===== config.mk =====
export PLATFORM = sky130hd
export DESIGN_NAME = uart_rx_sink_flat
export DESIGN_NICKNAME = d
export VERILOG_FILES = /design/src/rtl/uart_rx_sink_if.sv /design/src/rtl/uart_rx_sink.sv /design/src/flat_wrapper.sv
export SDC_FILE = /design/constraint.sdc
export NUM_CORES = 1
export LEC_CHECK = 0
export BUFFER_PORTS_ARGS = -buffer_cell sky130_fd_sc_hd__clkbuf_2
export CORE_UTILIZATION = 51
export CTS_CLUSTER_SIZE = 16
export DETAILED_ROUTE_END_ITERATION = 8
export PLACE_DENSITY = 0.68
export SLEW_MARGIN = 20
export SYNTH_ARGS = -nofsm -noshare
export SYNTH_HDL_FRONTEND = slang
export SYNTH_SLANG_ARGS = --single-unit

===== constraint.sdc =====
create_clock -name CLK -period 9.4 [get_ports CLK]
set_clock_uncertainty 0.15 [all_clocks]
set_input_delay 1.88 -clock CLK [delete_from_list [all_inputs] [get_ports CLK]]
set_output_delay 1.88 -clock CLK [all_outputs]
set_load 0.01 [all_outputs]

===== src/rtl/uart_rx_sink_if.sv =====
// Byte output port of uart_rx_sink: first-word fall-through data with a valid/ready handshake.
// The sink drives the master side; the monitor or checker takes the slave side.
interface uart_rx_sink_if;
    logic [7:0] DOUT;
    logic       DOUT_VALID;
    logic       DOUT_READY;

    modport master (output DOUT, output DOUT_VALID, input DOUT_READY);
    modport slave  (input DOUT, input DOUT_VALID, output DOUT_READY);
endinterface


===== src/rtl/uart_rx_sink.sv =====
// 8N1 UART frame decoder with a programmable bit period, feeding a byte FIFO
// that presents its head through a valid/ready port with sticky error flags.
module uart_rx_sink #(
    parameter int FIFO_DEPTH = 16,
    parameter int DIV_W      = 16
) (
    input  logic                          CLK,
    input  logic                          RST,
    input  logic [DIV_W-1:0]              BAUD_DIV,
    input  logic                          RXD,
    uart_rx_sink_if.master                dout,
    output logic [$clog2(FIFO_DEPTH):0]   FIFO_CNT,
    output logic                          FRAME_ERR,
    output logic                          OVERFLOW,
    input  logic                          CLR_ERR
);
    localparam int AW = $clog2(FIFO_DEPTH);
    localparam int CW = AW + 1;

    typedef enum logic [2:0] {IDLE, START, DATA, STOP, WAIT_IDLE} state_e;

    state_e            state_q, state_d;
    logic              sync1_q, rx_s_q, rx_prev_q;
    logic [DIV_W-1:0]  div_q, div_d;
    logic [DIV_W-1:0]  tmr_q, tmr_d;
    logic [2:0]        bit_q, bit_d;
    logic [7:0]        shift_q, shift_d;
    logic [AW-1:0]     wr_ptr_q, wr_ptr_d, rd_ptr_q, rd_ptr_d;
    logic [CW-1:0]     cnt_q, cnt_d;
    logic              frame_err_q, frame_err_d, overflow_q, overflow_d;
    logic [7:0]        mem_q [FIFO_DEPTH];

    logic [DIV_W-1:0]  d_eff;
    logic              tick, push, push_ok, pop, full, set_fe, set_ovf;

    // NOTE: every signal written here gets a default first, so no path can infer a latch.
    always_comb begin
        state_d = state_q;
        div_d   = div_q;
        tmr_d   = tmr_q;
        bit_d   = bit_q;
        shift_d = shift_q;
        push    = 1'b0;
        set_fe  = 1'b0;
        d_eff   = (BAUD_DIV < DIV_W'(4)) ? DIV_W'(4) : BAUD_DIV;
        tick    = (tmr_q == '0);

        case (state_q)
            IDLE: begin
                if (rx_prev_q && !rx_s_q) begin
                    div_d   = d_eff;
                    tmr_d   = (d_eff >> 1) - DIV_W'(1);
                    bit_d   = 3'd0;
                    state_d = START;
                end
            end
            START: begin
                if (!tick) begin
                    tmr_d = tmr_q - DIV_W'(1);
                end else if (!rx_s_q) begin
                    tmr_d   = div_q - DIV_W'(1);
                    state_d = DATA;
                end else begin
                    state_d = IDLE;
                end
            end
            DATA: begin
                if (!tick) begin
                    tmr_d = tmr_q - DIV_W'(1);
                end else begin
                    shift_d = {rx_s_q, shift_q[7:1]};
                    tmr_d   = div_q - DIV_W'(1);
                    bit_d   = bit_q + 3'd1;
                    if (bit_q == 3'd7) state_d = STOP;
                end
            end
            STOP: begin
                if (!tick) begin
                    tmr_d = tmr_q - DIV_W'(1);
                end else if (rx_s_q) begin
                    push    = 1'b1;
                    state_d = IDLE;
                end else begin
                    set_fe  = 1'b1;
                    state_d = WAIT_IDLE;
                end
            end
            WAIT_IDLE: begin
                if (rx_s_q) state_d = IDLE;
            end
            default: state_d = IDLE;
        endcase

        // A push into a full FIFO is only accepted when a pop frees a slot in the same cycle.
        pop      = (cnt_q != '0) && dout.DOUT_READY;
        full     = (cnt_q == CW'(FIFO_DEPTH));
        push_ok  = push && (!full || pop);
        set_ovf  = push && full && !pop;
        wr_ptr_d = push_ok ? wr_ptr_q + AW'(1) : wr_ptr_q;
        rd_ptr_d = pop ? rd_ptr_q + AW'(1) : rd_ptr_q;
        cnt_d    = cnt_q + CW'(push_ok) - CW'(pop);

        frame_err_d = set_fe  || (frame_err_q && !CLR_ERR);
        overflow_d  = set_ovf || (overflow_q  && !CLR_ERR);
    end

    always_ff @(posedge CLK) begin
        if (RST) begin
            state_q     <= IDLE;
            sync1_q     <= 1'b1;
            rx_s_q      <= 1'b1;
            rx_prev_q   <= 1'b1;
            div_q       <= DIV_W'(4);
            tmr_q       <= '0;
            bit_q       <= 3'd0;
            shift_q     <= 8'h00;
            wr_ptr_q    <= '0;
            rd_ptr_q    <= '0;
            cnt_q       <= '0;
            frame_err_q <= 1'b0;
            overflow_q  <= 1'b0;
        end else begin
            state_q     <= state_d;
            sync1_q     <= RXD;
            rx_s_q      <= sync1_q;
            rx_prev_q   <= rx_s_q;
            div_q       <= div_d;
            tmr_q       <= tmr_d;
            bit_q       <= bit_d;
            shift_q     <= shift_d;
            wr_ptr_q    <= wr_ptr_d;
            rd_ptr_q    <= rd_ptr_d;
            cnt_q       <= cnt_d;
            frame_err_q <= frame_err_d;
            overflow_q  <= overflow_d;
        end
    end

    // NOTE: storage is deliberately not reset; the count alone decides which entries are live.
    always_ff @(posedge CLK) begin
        if (push_ok && !RST) mem_q[wr_ptr_q] <= shift_q;
    end

    assign dout.DOUT_VALID = (cnt_q != '0);
    assign dout.DOUT       = (cnt_q != '0) ? mem_q[rd_ptr_q] : 8'h00;
    assign FIFO_CNT        = cnt_q;
    assign FRAME_ERR       = frame_err_q;
    assign OVERFLOW        = overflow_q;
endmodule


===== src/flat_wrapper.sv =====
// flat-port wrapper written by rule: the top's interface ports become plain ports
module uart_rx_sink_flat 
#(
    parameter int FIFO_DEPTH = 16,
    parameter int DIV_W      = 16
)
  (CLK, RST, BAUD_DIV, RXD, FIFO_CNT, FRAME_ERR, OVERFLOW, CLR_ERR, dout_DOUT, dout_DOUT_VALID, dout_DOUT_READY);
  uart_rx_sink_if dout_i ();
  input  logic CLK;
  input  logic RST;
  input  logic [DIV_W-1:0] BAUD_DIV;
  input  logic RXD;
  output logic [$clog2(FIFO_DEPTH):0] FIFO_CNT;
  output logic FRAME_ERR;
  output logic OVERFLOW;
  input  logic CLR_ERR;
  output wire logic [$bits(dout_i.DOUT)-1:0] dout_DOUT;
  output wire logic [$bits(dout_i.DOUT_VALID)-1:0] dout_DOUT_VALID;
  input wire logic [$bits(dout_i.DOUT_READY)-1:0] dout_DOUT_READY;
  assign dout_DOUT = dout_i.DOUT;
  assign dout_DOUT_VALID = dout_i.DOUT_VALID;
  assign dout_i.DOUT_READY = dout_DOUT_READY;
  uart_rx_sink #(.FIFO_DEPTH(FIFO_DEPTH), .DIV_W(DIV_W)) u_core (.CLK(CLK), .RST(RST), .BAUD_DIV(BAUD_DIV), .RXD(RXD), .dout(dout_i), .FIFO_CNT(FIFO_CNT), .FRAME_ERR(FRAME_ERR), .OVERFLOW(OVERFLOW), .CLR_ERR(CLR_ERR));
endmodule

======== Yosys cells after proc, flatten, opt, wreduce, memory -nomap -nowiden ========
Memories as Yosys holds them, arrays and structs flattened. A register that Yosys moved wholly into a read port is not among the register bits.
Index checks and enable logic that the tools add are counted.
storage, ports and cells
  memories ................................ 1
  latch bits .............................. 0
  word-level logic and storage cells ...... 93
  RAM bits ................................ 128
  memory bits (read-only) ................. 0
  register bits after elaboration ......... 64
memories
  name          depth  bits a word  rd ports  clocked after Yosys merged registers in  write ports  line                source
  u_core.mem_q  16     8            1         1                                        1            uart_rx_sink.sv:31  logic [7:0] mem_q [FIFO_DEPTH];
operators by class
  multiplexer cells ....................... 30
  reductions and logical operators ........ 26
  bitwise logic cells ..................... 0
  add/sub/neg operators ................... 8
  multipliers ............................. 0
  divide/modulo/power cells ............... 0
  shift operators ......................... 0
  eq/ne operators ......................... 14
  order comparisons ....................... 1
operators by type and width
  kind                                                                           number
  16-bit 2-to-1 mux                                                              6
  16-bit one-hot mux with 4 select lines                                         1
  16-bit by 1-bit subtractor with 16-bit output, second input constant           2
  3-bit 2-to-1 mux                                                               9
  16-bit zero test                                                               1
  16-bit by 3-bit less-than comparator with 1-bit output, second input constant  1
  15-bit by 1-bit subtractor with 16-bit output, second input constant           1
  3-bit one-hot mux with 5 select lines                                          1
  2-bit by 1-bit inequality test with 1-bit output, second input constant        6
  4-bit by 1-bit adder with 4-bit output, second input constant                  2
  1-bit logical AND                                                              8
  1-bit 2-to-1 mux                                                               8
  4-bit 2-to-1 mux                                                               2
  8-bit 2-to-1 mux                                                               1
  3-bit by 2-bit == test with 1-bit output, second input constant                2
  3-bit == test, second input constant                                           2
  3-bit one-hot mux with 2 select lines                                          1
  6-bit AND reduction                                                            1
  5-bit by 1-bit adder with 5-bit output                                         1
  5-bit == test, second input constant                                           1
  1-bit zero test                                                                5
  5-bit nonzero test                                                             1
  5-bit by 1-bit subtractor with 5-bit output                                    1
  2-bit AND reduction                                                            2
  11 further kinds                                                               13

======== Logic depth before layout (Yosys ltp) ========
  word-level depth ........................ 7
  gate-level depth with buffers ........... 14
  gate-level depth less buffers ........... 13

======== Least setup slack after synthesis ========
Ideal clock, no wire load.
  path kind ............................... input to register
  start ................................... in BAUD_DIV[5]
  end ..................................... reg u_core.tmr_q[12]
  arrival time ............................ 4.009 ns
  data required time ...................... 9.118 ns
  stages on the path ...................... 10
  path buffers ............................ 0
  slack ................................... 5.109 ns
  path through ............................ or4_4 nor4_4 nand2_1 nand2_1 ha_1 nand2b_1 nor4_1 xor2_1 a221oi_1 a211oi_1
between the ends
  word-level cells in the longest chain between the ends .. 5
RTL lines
  what                                                    line                 source
  start, declared                                         flat_wrapper.sv:11   input logic [DIV_W-1:0] BAUD_DIV;
  16-bit by 3-bit less-than comparator with 1-bit output  uart_rx_sink.sv:45   d_eff = (BAUD_DIV < DIV_W'(4)) ? DIV_W'(4) : BAUD_DIV;
  16-bit 2-to-1 mux *                                     uart_rx_sink.sv:45
  15-bit by 1-bit subtractor with 16-bit output *         uart_rx_sink.sv:52   tmr_d = (d_eff >> 1) - DIV_W'(1);
  16-bit 2-to-1 mux *                                     uart_rx_sink.sv:50   if (rx_prev_q && !rx_s_q) begin
  16-bit one-hot mux with 4 select lines *                uart_rx_sink.sv:48   case (state_q)
  end signal, assigned                                    uart_rx_sink.sv:128  tmr_q <= tmr_d;
  end, declared                                           uart_rx_sink.sv:25   logic [DIV_W-1:0] tmr_q, tmr_d;
Every way passes the cells marked *; elsewhere a longest branch is shown, timed or not. The select of a mux whose other input is x is not followed.
A chain may end at the register's enable or synchronous reset.

==> results.md <==
Yosys:
- The count of flip-flops with a built-in enable after synthesis is 128.
- The synthesized area per cell is 12.9 um2.
- Among all flip-flop cells after synthesis, the most frequent one is sky130_fd_sc_hd__edfxtp_1.
- The post-synthesis cell type count is 68.
- The fraction of synthesis flops using an asynchronous set or reset pin is 0%.
- Sorting the synthesized cells by area gives the leading types as sky130_fd_sc_hd__edfxtp_1 (43%), sky130_fd_sc_hd__dfxtp_1 (15%), sky130_fd_sc_hd__mux4_2 (10%).
- After technology mapping, the gate count stands at 697.
- The Yosys step of the flow raised 0 warnings.
- The fraction of the yosys area taken by sequential cells is 57.8%.
- After synthesis, the most frequently instantiated cells are sky130_fd_sc_hd__edfxtp_1 (128), sky130_fd_sc_hd__dfxtp_1 (68), sky130_fd_sc_hd__nand2_1 (63), sky130_fd_sc_hd__nor2_1 (46), sky130_fd_sc_hd__a21oi_1 (43).
- The most frequently used cell type in the post-synthesis netlist is sky130_fd_sc_hd__edfxtp_1.
- Summed over all instances, the cell type with the most area after synthesis is sky130_fd_sc_hd__edfxtp_1.
- When the netlist entered floorplanning its net count stood at 736.
- The synthesized netlist occupies a cell area of 0.00900 mm2.
- In this run, synthesis produced a sequential element count of 196.
- The share of Yosys cell area claimed by the top area cell type is 42.7%.

STA:
- The minimum clock period is 4.75 ns.
- Setup repair after global routing left no endpoint under its margin.
- Final hold analysis gives a worst-case slack of 0.265 ns.
- Setup violations remaining at the end of the flow were counted as 0.
- Setup total negative slack on the finished layout was measured at 0 ns.
- The worst max-slew margin expressed relative to the limit is 31.4%.
- The ratio of final minimum period to clock period is 50.5%.
- For the pin with the worst max-slew slack, the measured transition is 1.02 ns.
- The max-slew violation total from the final report came to 0.
- For this run, the top clock speed supported by timing is 0.211 GHz.
- The total count of hold-check failures in the final report was 0.

Worst setup path:
- The setup check on the worst reg-to-reg path leaves a slack of 6.02 ns.
- The critical setup path kind is reg -> out.
- STA classifies the critical path endpoint as an output pin.
- The largest individual stage delay along the critical path comes from the cell sky130_fd_sc_hd__mux4_2.
- At the worst endpoint, the required time is 7.37 ns.
- Walking the worst path, the cells encountered are buf_4, mux4_2, mux4_2, and2_1, clkbuf_2.
- The signal arrival time at the worst endpoint is 2.72 ns.
- The maximum fanout along the worst path is 32.
- By instance count, the cell type seen most on the critical path is sky130_fd_sc_hd__mux4_2.
- On the worst path, the slowest cell contributes a delay of 0.60 ns.
- The worst setup path is launched from a register.

Cells and area:
- Cells with a size suffix above 1 make up 19.2% of the layout.
- With fillers left out, the area of the finished cells amounts to 0.00992 mm2.
- Relative to the synthesized area, the layout overhead comes to 10.3%.
- The total inserted antenna cells is 0.
- The post-layout net count is 759.

Routing:
- The detailed-route via count is 5759.
- The detailed-route DRC error count is 0.
- The routed wire length per instance is 19.6 um.
- The number of iterations in the first detailed-routing pass is 5.
- The per-cell via count in the routed design is 6.01.
- In this run, the number of DRC markers left after iteration 0 of detailed routing was 528.
- For this block, the routed nets add up to 18.7 mm of wire.
- The count of nets left with antenna violations once routing finished came out at 0.

Worst hold path:
- The path type of the worst min-delay path is reg -> reg.

GRT:
- The initial antenna violation count is 0.
- The leftover overflow at the end of global routing is 0.
- Entering global routing, the biggest net connects 43 pins.
- The via count of the first global-routing pass is 5613.
- The busiest layer in global routing is met2.
- The met1 layer usage reported by global route is 28.9%.
- The met2 capacity usage during global routing is 37.8%.
- The global routing usage summed across all routing layers is 22.2%.
- The met3 track demand over resource in global routing is 3.60%.
- The first global-routing pass estimated 30.4 mm of wire.

Clock tree:
- After clock tree synthesis, the flow added hold-fix buffers numbering 0.
- The H-tree was split into 4 levels.
- The number of sinks on the clock net is 196.
- The number of gates resized after CTS was 0.
- The number of clock buffers added by TritonCTS is 17.
- TritonCTS built the clock tree.
- Counting along the longest clock path gives a buffer depth of 2.
- In this run the post-CTS setup repair buffer count came out at 0.
- The latest clock arrival within the worst-skew pair is 0.42 ns.
- The root buffer cell is sky130_fd_sc_hd__clkbuf_16.
- The clock transition at the register clock pins on the worst setup and hold paths after CTS is 0.07 ns.

Placement:
- The count of buffers added on input and output ports is 36.
- The estimated wirelength of the detail-placed design is 12.8 mm.
- Routability-driven placement finished with a final weighted congestion of 0.863.
- The area of placed instances is 0.00935 mm2.

Floorplan:
- The floorplan step defined a die boundary enclosing 0.0182 mm2.
- The number of placement rows is 48.
- The effective utilization at floorplan is 52.2%.
- The width of the die is 135 um.
- The total core area is 0.0172 mm2.
- The vertical die dimension is 135 um.
- The number of primary I/O pins is 37.

Status:
- The flow ran to the end, and the final reports show no timing, DRC or antenna violations.

Power and ir drop:
- Power spread over the standard cell area amounts to 225 mW/mm2.
- The leakage power of the design is 3.38 nW.
- The largest vdd supply drop is 0.142 mV.

Run:
- Max-cap violations in this run came to 0.
-- worst max-delay path, delay by kind of cell, from the launching register on --
kind | cells | cell delay [ns]
mux | 2 | 1.12
buf+inv | 2 | 0.65
flops | 1 | 0.31
simple gates | 1 | 0.20
-- power breakdown --
group / leakage, nW / switching [W] / internal [W]
clock: 0.276 / 0.000307 / 0.000393
combinational: 1.37 / 0.000285 / 0.000263
sequential: 1.74 / 0.0000508 / 0.000938
total: 3.38 / 0.000643 / 0.00159
-- per-stage QoR --
step,instances,worst slack (ns),power [W],util (%)
6_report,958,4.65,0.00224,57.6
5_1_grt,958,4.49,0.00234,57.6
4_1_cts,958,4.59,0.00225,57.6
3_5_place_dp,926,4.55,0.00156,54.2
2_1_floorplan,697,5.11,0.00141,-
3_3_place_gp,926,4.62,0.00154,54.2
-- path summary, 6_finish.rpt --
check | startpoint | end | depth (start not counted)
setup reg to reg | u_core.tmr_q[7] | u_core.mem_q[3][5] | 5
hold / removal | u_core.sync1_q | u_core.rx_s_q | 1
setup / recovery | register | dout_DOUT[7] | 5
hold reg to reg | u_core.sync1_q | u_core.rx_s_q | 1
-- placed cells by master, fill, tap and decap left out, drive strengths merged, types with 4 or more instances in the layout --
master	synthesis	layout
nor4	18	18
nand2b	8	8
nand3	8	8
clkinv	0	5
xor2	12	12
o31ai	4	4
nand4	6	6
or3	8	8
mux4	40	40
buf	12	5
a221oi	6	6
and2	12	12
a31oi	4	4
nor3	9	9
or2	10	10
xnor2	21	21
clkbuf	25	53
inv	18	23
dfxtp	68	68
nand2	63	63
ha	17	17
nor2	48	48
o21ai	10	10
a22oi	4	4
a211oi	12	12
nor2b	5	5
mux2i	5	5
a21oi	43	43
and3	17	17
edfxtp	128	128
or4	12	12
-- cells by family (layout without fill, tap and decap cells) --
kind of cell	after synthesis	after routing	synth area share [%]
AOI/OAI and AO/OA	110	110	8.08
xor gates and xnor gates	33	33	3.21
adders and majority gates	18	18	2.59
buffers and inverters	55	91	2.50
DFF	196	196	57.8
muxes	47	47	10.8
and+or+nand+nor	238	238	15.0
-- state kept, by name, summed over array words and instances (netlist names), named ones only --
register          count
u_core.FIFO_CNT       5
u_core.FRAME_ERR      1
u_core.OVERFLOW       1
u_core.bit_q          3
u_core.div_q         16
u_core.mem_q        128
u_core.rd_ptr_q       4
u_core.rx_prev_q      1
u_core.rx_s_q         1
u_core.shift_q        8
u_core.state_q        3
u_core.sync1_q        1
u_core.tmr_q         16
u_core.wr_ptr_q       4
-- area by class of cell --
cell class | count | area, um2
clock buffer | 17 | 425
clock inverter | 15 | 149
fill | 1370 | 7310
inverter | 18 | 67.6
multi-input combinational | 446 | 3570
sequential | 196 | 5210
tap | 225 | 282
timing repair buffer | 41 | 218
-- routing by layer --
layer	share of wire, %	vias up
met1	43	2869
met2	51	161
met4	1.8	0
li1	-	2708
met5	0	-
met3	4.7	21
(Power assumes the default switching activity.)
